**src/rtl/lpc_pkg.sv**
```systemverilog
// Shared definitions for the LPC capture scheduler: cycle-type codes, record
// layout and serializer state encoding.
package lpc_pkg;

  localparam logic [3:0] IO_READ  = 4'b0000;
  localparam logic [3:0] IO_WRITE = 4'b0010;

  // Record layout: {sync_timeout, cyctype_dir, addr[15:0], data}
  localparam int REC_W        = 29;
  localparam int REC_DATA_LSB = 0;
  localparam int REC_ADDR_LSB = 8;
  localparam int REC_TYPE_LSB = 24;
  localparam int REC_TMO_BIT  = 28;

  localparam logic [7:0] DEFAULT_SYNC_BYTE = 8'hA5;

  typedef enum logic [2:0] {
    ST_IDLE = 3'd0,
    ST_SYNC = 3'd1,
    ST_TYPE = 3'd2,
    ST_AHI  = 3'd3,
    ST_ALO  = 3'd4,
    ST_DATA = 3'd5
  } ser_state_e;

  function automatic logic [REC_W-1:0] pack_record(
    input logic        tmo,
    input logic [3:0]  cyctype_dir,
    input logic [15:0] addr,
    input logic [7:0]  data
  );
    return {tmo, cyctype_dir, addr, data};
  endfunction

endpackage

```
**src/rtl/lpc_rec_fifo.sv**
```systemverilog
// Synchronous record FIFO; a push into a full FIFO is accepted only when a pop
// frees a slot on the same edge.
module lpc_rec_fifo #(
  parameter int WIDTH = 29,
  parameter int DEPTH = 4
) (
  input  logic                     clk,
  input  logic                     reset,
  input  logic                     push,
  input  logic [WIDTH-1:0]         push_data,
  input  logic                     pop,
  output logic                     full,
  output logic                     empty,
  output logic [$clog2(DEPTH):0]   count,
  output logic [WIDTH-1:0]         head
);

  localparam int PW = $clog2(DEPTH);
  localparam int CW = PW + 1;

  logic [WIDTH-1:0] mem_q [DEPTH];
  logic [WIDTH-1:0] mem_d [DEPTH];
  logic [PW-1:0]    wr_ptr_q, wr_ptr_d;
  logic [PW-1:0]    rd_ptr_q, rd_ptr_d;
  logic [CW-1:0]    count_q, count_d;
  logic             push_ok, pop_ok;

  assign full    = (count_q == CW'(DEPTH));
  assign empty   = (count_q == '0);
  assign count   = count_q;
  assign head    = mem_q[rd_ptr_q];
  assign pop_ok  = pop & ~empty;
  assign push_ok = push & (~full | pop_ok);

  always_comb begin
    mem_d    = mem_q;
    wr_ptr_d = wr_ptr_q;
    rd_ptr_d = rd_ptr_q;
    count_d  = count_q;
    if (push_ok) begin
      mem_d[wr_ptr_q] = push_data;
      wr_ptr_d        = wr_ptr_q + 1'b1;
    end
    if (pop_ok) begin
      rd_ptr_d = rd_ptr_q + 1'b1;
    end
    case ({push_ok, pop_ok})
      2'b10:   count_d = count_q + 1'b1;
      2'b01:   count_d = count_q - 1'b1;
      default: count_d = count_q;
    endcase
  end

  always_ff @(posedge clk) begin
    if (reset) begin
      wr_ptr_q <= '0;
      rd_ptr_q <= '0;
      count_q  <= '0;
    end else begin
      wr_ptr_q <= wr_ptr_d;
      rd_ptr_q <= rd_ptr_d;
      count_q  <= count_d;
    end
  end

  // Storage carries no reset; only slots behind valid pointers are ever read.
  always_ff @(posedge clk) begin
    mem_q <= mem_d;
  end

endmodule

```
**src/rtl/lpc_capture_scheduler.sv**
```systemverilog
// Captures completed LPC cycles on the rising edge of the decoder's completion
// level, optionally filters by I/O address, and streams 5-byte frames out.
module lpc_capture_scheduler
  import lpc_pkg::*;
#(
  parameter int          DEPTH     = 4,
  parameter bit          FILTER_EN = 1'b0,
  parameter logic [15:0] ADDR_MIN  = 16'h0080,
  parameter logic [15:0] ADDR_MAX  = 16'h0080,
  parameter logic [7:0]  SYNC_BYTE = DEFAULT_SYNC_BYTE
) (
  input  logic                   lpc_clock,
  input  logic                   reset,
  input  logic [3:0]             in_cyctype_dir,
  input  logic [31:0]            in_addr,
  input  logic [7:0]             in_data,
  input  logic                   in_sync_timeout,
  input  logic                   in_clock_enable,
  output logic [7:0]             out_byte,
  output logic                   out_valid,
  input  logic                   out_ready,
  output logic [$clog2(DEPTH):0] fifo_count,
  output logic [7:0]             drop_count,
  output logic                   busy
);

  ser_state_e       state_q, state_d;
  logic [REC_W-1:0] shreg_q, shreg_d;
  logic [7:0]       out_byte_q, out_byte_d;
  logic             out_valid_q, out_valid_d;
  logic [7:0]       drop_q, drop_d;
  logic             prev_ce_q, prev_ce_d;

  logic             capture, in_window, accept, pop;
  logic             fifo_full, fifo_empty;
  logic [REC_W-1:0] fifo_head;
  logic             unused_addr_hi;

  assign unused_addr_hi = ^in_addr[31:16];

  assign capture   = in_clock_enable & ~prev_ce_q;
  assign in_window = (in_addr[15:0] >= ADDR_MIN) && (in_addr[15:0] <= ADDR_MAX);
  assign accept    = capture & (~FILTER_EN | in_window);

  lpc_rec_fifo #(
    .WIDTH(REC_W),
    .DEPTH(DEPTH)
  ) u_fifo (
    .clk       (lpc_clock),
    .reset     (reset),
    .push      (accept),
    .push_data (pack_record(in_sync_timeout, in_cyctype_dir, in_addr[15:0], in_data)),
    .pop       (pop),
    .full      (fifo_full),
    .empty     (fifo_empty),
    .count     (fifo_count),
    .head      (fifo_head)
  );

  // Each state's byte is loaded on the handshake that enters it, so out_byte
  // is a plain register and holds still under backpressure.
  always_comb begin
    state_d     = state_q;
    shreg_d     = shreg_q;
    out_byte_d  = out_byte_q;
    out_valid_d = out_valid_q;
    pop         = 1'b0;
    prev_ce_d   = in_clock_enable;
    case (state_q)
      ST_IDLE: begin
        if (!fifo_empty) begin
          pop         = 1'b1;
          shreg_d     = fifo_head;
          state_d     = ST_SYNC;
          out_valid_d = 1'b1;
          out_byte_d  = SYNC_BYTE;
        end
      end
      ST_SYNC: if (out_ready) begin
        state_d    = ST_TYPE;
        out_byte_d = {shreg_q[REC_TMO_BIT], 3'b000, shreg_q[REC_TYPE_LSB +: 4]};
      end
      ST_TYPE: if (out_ready) begin
        state_d    = ST_AHI;
        out_byte_d = shreg_q[REC_ADDR_LSB + 8 +: 8];
      end
      ST_AHI: if (out_ready) begin
        state_d    = ST_ALO;
        out_byte_d = shreg_q[REC_ADDR_LSB +: 8];
      end
      ST_ALO: if (out_ready) begin
        state_d    = ST_DATA;
        out_byte_d = shreg_q[REC_DATA_LSB +: 8];
      end
      ST_DATA: if (out_ready) begin
        if (!fifo_empty) begin
          pop        = 1'b1;
          shreg_d    = fifo_head;
          state_d    = ST_SYNC;
          out_byte_d = SYNC_BYTE;
        end else begin
          state_d     = ST_IDLE;
          out_valid_d = 1'b0;
          out_byte_d  = 8'h00;
        end
      end
      default: begin
        state_d     = ST_IDLE;
        out_valid_d = 1'b0;
        out_byte_d  = 8'h00;
      end
    endcase
  end

  always_comb begin
    drop_d = drop_q;
    if (accept && fifo_full && !pop && drop_q != 8'hFF) begin
      drop_d = drop_q + 1'b1;
    end
  end

  always_ff @(posedge lpc_clock) begin
    if (reset) begin
      state_q     <= ST_IDLE;
      shreg_q     <= '0;
      out_byte_q  <= 8'h00;
      out_valid_q <= 1'b0;
      drop_q      <= 8'h00;
      prev_ce_q   <= 1'b0;
    end else begin
      state_q     <= state_d;
      shreg_q     <= shreg_d;
      out_byte_q  <= out_byte_d;
      out_valid_q <= out_valid_d;
      drop_q      <= drop_d;
      prev_ce_q   <= prev_ce_d;
    end
  end

  assign out_byte   = out_byte_q;
  assign out_valid  = out_valid_q;
  assign drop_count = drop_q;
  assign busy       = (state_q != ST_IDLE) || (fifo_count != '0);

endmodule

```
**config.mk**
```make
export PLATFORM = sky130hd
export DESIGN_NAME = lpc_capture_scheduler
export DESIGN_NICKNAME = d
export VERILOG_FILES = /design/src/rtl/lpc_pkg.sv /design/src/rtl/lpc_rec_fifo.sv /design/src/rtl/lpc_capture_scheduler.sv
export SDC_FILE = /design/constraint.sdc
export NUM_CORES = 1
export LEC_CHECK = 0
export CAP_MARGIN = 20
export CORE_AREA = 2 2 101 123
export CTS_CLUSTER_SIZE = 30
export DETAILED_ROUTE_END_ITERATION = 16
export DIE_AREA = 0 0 103 125
export PLACE_DENSITY = 0.8
export SETUP_SLACK_MARGIN = 0.15
export SLEW_MARGIN = 30
export SYNTH_ARGS = -nofsm -noshare
export SYNTH_HDL_FRONTEND = slang
export SYNTH_SLANG_ARGS = --single-unit
```
**constraint.sdc**
```tcl
create_clock -name lpc_clock -period 3.8 [get_ports lpc_clock]
set_input_delay 0.76 -clock lpc_clock [delete_from_list [all_inputs] [get_ports lpc_clock]]
set_output_delay 0.76 -clock lpc_clock [all_outputs]
set_load 0.01 [all_outputs]
```
Word level (Yosys, flattened, before mapping)
Index checks and enable logic that the tools add are counted.
- word-level logic and storage cells: 96
- input bits: 49
- output and inout port bits: 21
- register bits: 173
- order comparisons: 3
- mux-type cells: 33
- reductions and logical operators: 16
- bitwise operators: 10
- $add $sub $neg: 5
- equal/unequal tests: 16
- operator list (cell ; number):
    $mux 29 ; 5
    $bwmux 116 ; 1
    $bmux 29 s2 ; 1
    $demux 29 s2 ; 1
    $pmux 29 s2 ; 1
    $mux 8 ; 7
    $pmux 8 s6 ; 1
    $mux 3 ; 6
    $pmux 3 s6 ; 1
    $ne 2x2->1 const B ; 7
    $eq 3x3->1 const B ; 3
    $add 8x1->8 const B ; 1
    $ne 8x8->1 const B ; 1
    $eq 3x2->1 const B ; 2
    $ge 3x3->1 const B ; 2
    $logic_not 3->1 ; 2
    $mux 1 ; 6
    $not 2->3 ; 2
    $pmux 3 s2 ; 1
    $reduce_and 6->1 ; 1
    $reduce_bool 3->1 ; 2
    $add 2x1->2 const B ; 2
    $logic_and 1x1->1 ; 4
    $not 1->1 ; 4
    16 further kinds ; 19

Longest topological paths before layout
- word-level depth: 9
- gate-level depth with buffers: 12
- mapped depth without buffers: 9

Modules after synthesis
Synthesis repeated with hierarchy kept, for this count alone.
- cells, all modules: 488
- area total of the unflattened synthesis: 6960.4 µm²
- by module, submodules not included (module ; times used ; cells an instance ; area an instance (µm²) ; seq. area each (µm²)):
    lpc_rec_fifo ; 1 ; 202 ; 4619.4 ; 3623.5
    lpc_capture_scheduler ; 1 ; 286 ; 2341.0 ; 1001.0

Least setup slack after synthesis
No wires, ideal clock.
- path type: input port to flip-flop
- start point: input out_ready
- end point: register u_fifo.count_q[2], in the netlist u_fifo.count[2]
- path slack: 1.118 ns
- setup time: 0.070 ns
- path buffers: 1
- stages on the path: 10
- data required time: 3.730 ns
- arrival time: 2.612 ns
- cells stage by stage: nand4b_1 -> a21o_1 -> clkinv_2 -> buf_8 -> ha_1 -> inv_1 -> fa_1 -> xor2_1 -> or3_1 -> a21oi_1
- word-level cells in the longest chain between the ends: 7
- elaborated cells on any way between the ends: 9
- classes of those cells: eq/ne: 2; mux: 3; bitwise: 3; reduce/logical: 1
- ends and longest elaborated chain (what ; line ; source):
    start, declared ; lpc_capture_scheduler.sv:21 ; input logic out_ready,
    $mux 1 * ; lpc_capture_scheduler.sv:95 ; ST_DATA: if (out_ready) begin
    $pmux 1 s2 * ; lpc_capture_scheduler.sv:69 ; case (state_q)
    $and 1x1->1 * ; lpc_rec_fifo.sv:32 ; assign pop_ok = pop & ~empty;
    via u_fifo.pop_ok ; lpc_rec_fifo.sv:26 ; logic push_ok, pop_ok;
    $or 1x1->1 ; lpc_rec_fifo.sv:33 ; assign push_ok = push & (~full | pop_ok);
    $and 1x1->1 ; lpc_rec_fifo.sv:33 ;
    $eq 2x1->1 or $eq 2x2->1 (tied branches) ; lpc_rec_fifo.sv:47 ; case ({push_ok, pop_ok})
    $pmux 3 s2 or $reduce_bool 2->1 (tied branches) ; n/a ;
    end signal, assigned ; lpc_rec_fifo.sv:62 ; count_q <= count_d;
    end, declared ; lpc_rec_fifo.sv:25 ; logic [CW-1:0] count_q, count_d;
The timed path passes the listed nets; every way through them passes the cells marked *.
A chain may end at the register's enable or synchronous reset.

Worst setup path after layout
- start point: register state_q[0]
- end point: output busy
- word-level cells in the longest chain between the ends: 2
- ends and longest elaborated chain (what ; line ; source):
    start, declared ; lpc_capture_scheduler.sv:27 ; ser_state_e state_q, state_d;
    start signal, assigned ; lpc_capture_scheduler.sv:131 ; state_q <= state_d;
    $reduce_bool 3->1 ; lpc_capture_scheduler.sv:143 ; assign busy = (state_q != ST_IDLE) || (fifo_count != '0);
    $logic_or 1x1->1 ; lpc_capture_scheduler.sv:143 ;
    end, declared ; lpc_capture_scheduler.sv:24 ; output logic busy
Every way passes these cells.

==> results.txt <==
----------------------------------------------------
[Placed design]
  Routability congestion estimate ... 0.799
  Final HPWL DP ... 8580 um
  Cell area reported after detailed placement ... 7660 um^2
  Count of port buffers added during placement ... 53

[Timing]
  Time the final worst path needs with I/O delays and setup ... 3.32 ns
  RSZ-0062 raised after global routing ... false
  Number of pins with negative max-slew slack in the final report ... 0
  Worst max-slew margin expressed relative to the limit ... 45.7%
  Final Skew ... 0.00944 ns
  Upper clock frequency limit ... 0.301 GHz
  Share of the clock period used by the worst path after layout ... 87.3%
  Slew at the pin closest to its max-slew limit ... 0.815 ns
  Post-route setup TNS ... 0 ns
  Number of setup violations in the final report ... 0
  Number of hold-slack violations in the final timing report ... 0

[Detailed routing]
  Final routed DRC violation total ... 0
  Post-detailed-routing wire length ... 13,100 um
  Average wire per standard cell ... 18.4 um
  Remaining antenna violation count after routing ... 0
  DR vias/cell ... 5.81
  Number of vias in the routed layout ... 4,126
  First-pass detailed-route iteration total ... 5
  DR iter-0 viols ... 234

[Floorplan]
  Std-Cell Core Area ... 11,800 um^2
  Width of the chip ... 103 um
  Die Ht ... 125 um
  Initial standard-cell utilization of the core ... 59.2%
  Die Footprint ... 12,900 um^2
  Num rows ... 44
  Number of top-level pins ... 70

[Clock network]
  Number of buffers created by CTS ... 17
  Post_cts resized ... 0
  Max Buffers Root-to-Sink ... 2
  Clock tree root buffer cell ... sky130_fd_sc_hd__clkbuf_16
  Clock transition time at the flip-flop clock pins of the worst setup and hold paths ... 0.07 ns
  TritonCTS clock tree ... done
  Number of buffers added for setup after CTS ... 0
  Sinks on the clock net ... 173
  Clock network latency to the later pin of the worst-skew pair ... 0.42 ns
  Cts hold-fix bufs ... 0
  CTS H-Tree Depth ... 4

[Synthesis]
  Fraction of synthesis flops using an asynchronous set or reset pin ... 0%
  Average instance area after synthesis ... 14.6 um^2
  Total number of yosys warnings ... 0
  Area fraction of the dominant cell type after synthesis ... 50.0%
  Most used flip-flop cell after synthesis ... sky130_fd_sc_hd__edfxtp_1
  Cell accounting for the most synthesized area ... sky130_fd_sc_hd__edfxtp_1
  Nets in the synthesized netlist ... 532
  Synthesized instance count ... 476
  Post-synth cell types ... 61
  Number of flip-flops and latches in the synthesized netlist ... 173
  Post-synthesis instance area ... 6970 um^2
  Sequential element share of the synthesized area ... 66.3%
  Synth top area cells ... sky130_fd_sc_hd__edfxtp_1 (50%), sky130_fd_sc_hd__dfxtp_1 (16%), sky130_fd_sc_hd__mux4_2 (9.4%), sky130_fd_sc_hd__nand2_1 (3.0%), sky130_fd_sc_hd__a21oi_1 (2.8%)
  Number of flops mapped to enable cells by yosys ... 116

[Worst setup path]
  Highest net fanout along the worst path ... 19
  Worst-path cell chain ... or3_1 -> nor2_1 -> inv_1 -> clkdlybuf4s50_1
  CP Data Arrival Time ... 2.56 ns
  Setup slack of the most critical reg-to-reg path ... 0.98 ns
  Endpoint class of the critical path ... primary output
  Data required time at the worst endpoint ... 3.04 ns
  Largest stage delay on the critical path ... 0.61 ns
  CP Class ... reg2out
  Kind of start point of the critical path ... register
  Critical path's slowest cell ... sky130_fd_sc_hd__or3_1

[Cells and area]
  Antenna diodes ... 0
  Seq. cell area ... 4630 um^2
  Fin nets ... 592
  Ratio of cells with drive above 1 in the final layout ... 19.5%
  Syn-to-layout area delta ... 17.7%
  Fill count ... 801
  Multi-input logic area ... 2140 um^2
  Final Instance Area ... 8200 um^2

[Global routing]
  Antenna violations before repair ... 0
  Wire length of the first global-routing pass ... 21,400 um
  Global route total overflow ... 0
  Overall track demand over capacity in global routing ... 21.9%
  Pin count of the biggest net entering global routing ... 39
  Via count of the first global-routing pass ... 4,216

[Hold path]
  Hold Crit Class ... reg2reg

[Pwr]
  Worst vdd rail ir drop ... 0.000353 V
  Pwr Density ... 670 nW/um^2
  Leakage power ... 2.65 nW
  Overall power consumption ... 5.50 mW

[Flow run]
  Max Cap Viol ... 0

[Run status]
  Outcome ... complete, no violations

----------------------------------------------------
==> logic make-up after synthesis <==
logic type               count (synthesis)  synth area share, %
adder cells (fa/ha/maj)                  8                 1.51
multiplexers                            37                 10.6
AND/OR/NAND/NOR                        125                 9.41
XOR/XNOR                                 5                0.628
AO/OA/AOI/OAI                           90                 8.56
flip-flops                             173                 66.3
buffers and inverters                   38                 2.91
==> worst paths after layout <==
check,startpoint,endpoint,depth (start not counted)
worst max-delay path,state_q[0]$_SDFFE_PP0P_,busy,4
worst min-delay path,shreg_q[13]$_SDFFE_PP0P_,shreg_q[13]$_SDFFE_PP0P_,2
worst max register to register,state_q[0]$_SDFFE_PP0P_,u_fifo.count[2]$_SDFFE_PP0P_,9
worst min register to register,shreg_q[13]$_SDFFE_PP0P_,shreg_q[13]$_SDFFE_PP0P_,2
==> critical path, delay by kind of cell, from the launching register on <==
family / cells / cell delay, ns
simple gates: 2 / 1.04
buf+inv: 2 / 0.58
flops: 1 / 0.52
==> cells in the final DEF, fill, tap and decap left out, types with 4 or more instances in the layout <==
master	count
sky130_fd_sc_hd__nor2_1	19
sky130_fd_sc_hd__a21oi_1	39
sky130_fd_sc_hd__o31ai_1	5
sky130_fd_sc_hd__clkdlybuf4s50_1	52
sky130_fd_sc_hd__ha_1	6
sky130_fd_sc_hd__mux2i_1	4
sky130_fd_sc_hd__inv_1	12
sky130_fd_sc_hd__buf_4	12
sky130_fd_sc_hd__a32o_1	4
sky130_fd_sc_hd__a21oi_2	9
sky130_fd_sc_hd__o32ai_1	4
sky130_fd_sc_hd__and2_1	4
sky130_fd_sc_hd__mux4_2	29
sky130_fd_sc_hd__or4_1	4
sky130_fd_sc_hd__dfxtp_1	55
sky130_fd_sc_hd__nor2b_1	6
sky130_fd_sc_hd__edfxtp_1	116
sky130_fd_sc_hd__clkinvlp_4	4
sky130_fd_sc_hd__nand2_2	9
sky130_fd_sc_hd__clkbuf_16	17
sky130_fd_sc_hd__nand2_1	55
sky130_fd_sc_hd__o21ai_0	12
sky130_fd_sc_hd__or3_1	4
sky130_fd_sc_hd__nand3_1	4
sky130_fd_sc_hd__nand2b_1	5
==> layout make-up <==
cell class	instances	share of cell area, %
well taps	161	2.46
clock inverters	15	1.48
clock buffers	17	5.19
inverters	13	0.610
repair buffers	66	7.75
multi-input cells	265	26.1
flip-flops and latches	173	56.4
==> layer usage <==
| metal | part of all wire, % | vias up | GRT usage, % |
|---|---|---|---|
| met5 | 0 | - | 0 |
| met4 | 1.5 | 0 | 6.42 |
| met3 | 4.4 | 18 | 4.53 |
| met2 | 52 | 133 | 37.4 |
| met1 | 42 | 2056 | 28.0 |
| li1 | - | 1919 | - |
==> cells in the mapped netlist, drive strengths merged, types with 2 or more instances <==
master	number
edfxtp	116
nand2	64
dfxtp	57
a21oi	48
mux4	29
nor2	20
buf	16
inv	12
o21ai	12
clkbuf	9
ha	6
nor2b	6
nand2b	5
nand3	5
o31ai	5
a32o	4
and2	4
mux2	4
mux2i	4
o32ai	4
or3	4
or4	4
xor2	3
a22o	2
a31o	2
a31oi	2
nor3	2
nor3b	2
nor4	2
nor4bb	2
o22ai	2
o41ai	2
xnor2	2
==> flip-flops by register name, indices dropped and copies added (netlist names) <==
register	flops
u_fifo.mem_q	116
shreg_q	29
drop_count	8
out_byte	8
state_q	3
u_fifo.count	3
u_fifo.rd_ptr_q	2
u_fifo.wr_ptr_q	2
out_valid	1
prev_ce_q	1
==> power by group <==
group | total, mW | internal [mW] | switching [mW]
clock network | 1.59 | 0.896 | 0.696
registers | 2.51 | 2.26 | 0.245
logic | 1.40 | 0.621 | 0.780
==> metrics by stage <==
stage | hold slack [ns] | cells | worst slack, ns | util [%]
after floorplan | 0.431 | 476 | 1.12 | -
after global placement | 0.442 | 678 | 0.577 | 65.0
after detailed placement | 0.447 | 678 | 0.516 | 65.0
after CTS | 0.457 | 710 | 0.487 | 69.6
after global routing | 0.475 | 710 | 0.333 | 69.6
final | 0.456 | 710 | 0.483 | 69.6
Power figures use the tool's default switching activity.
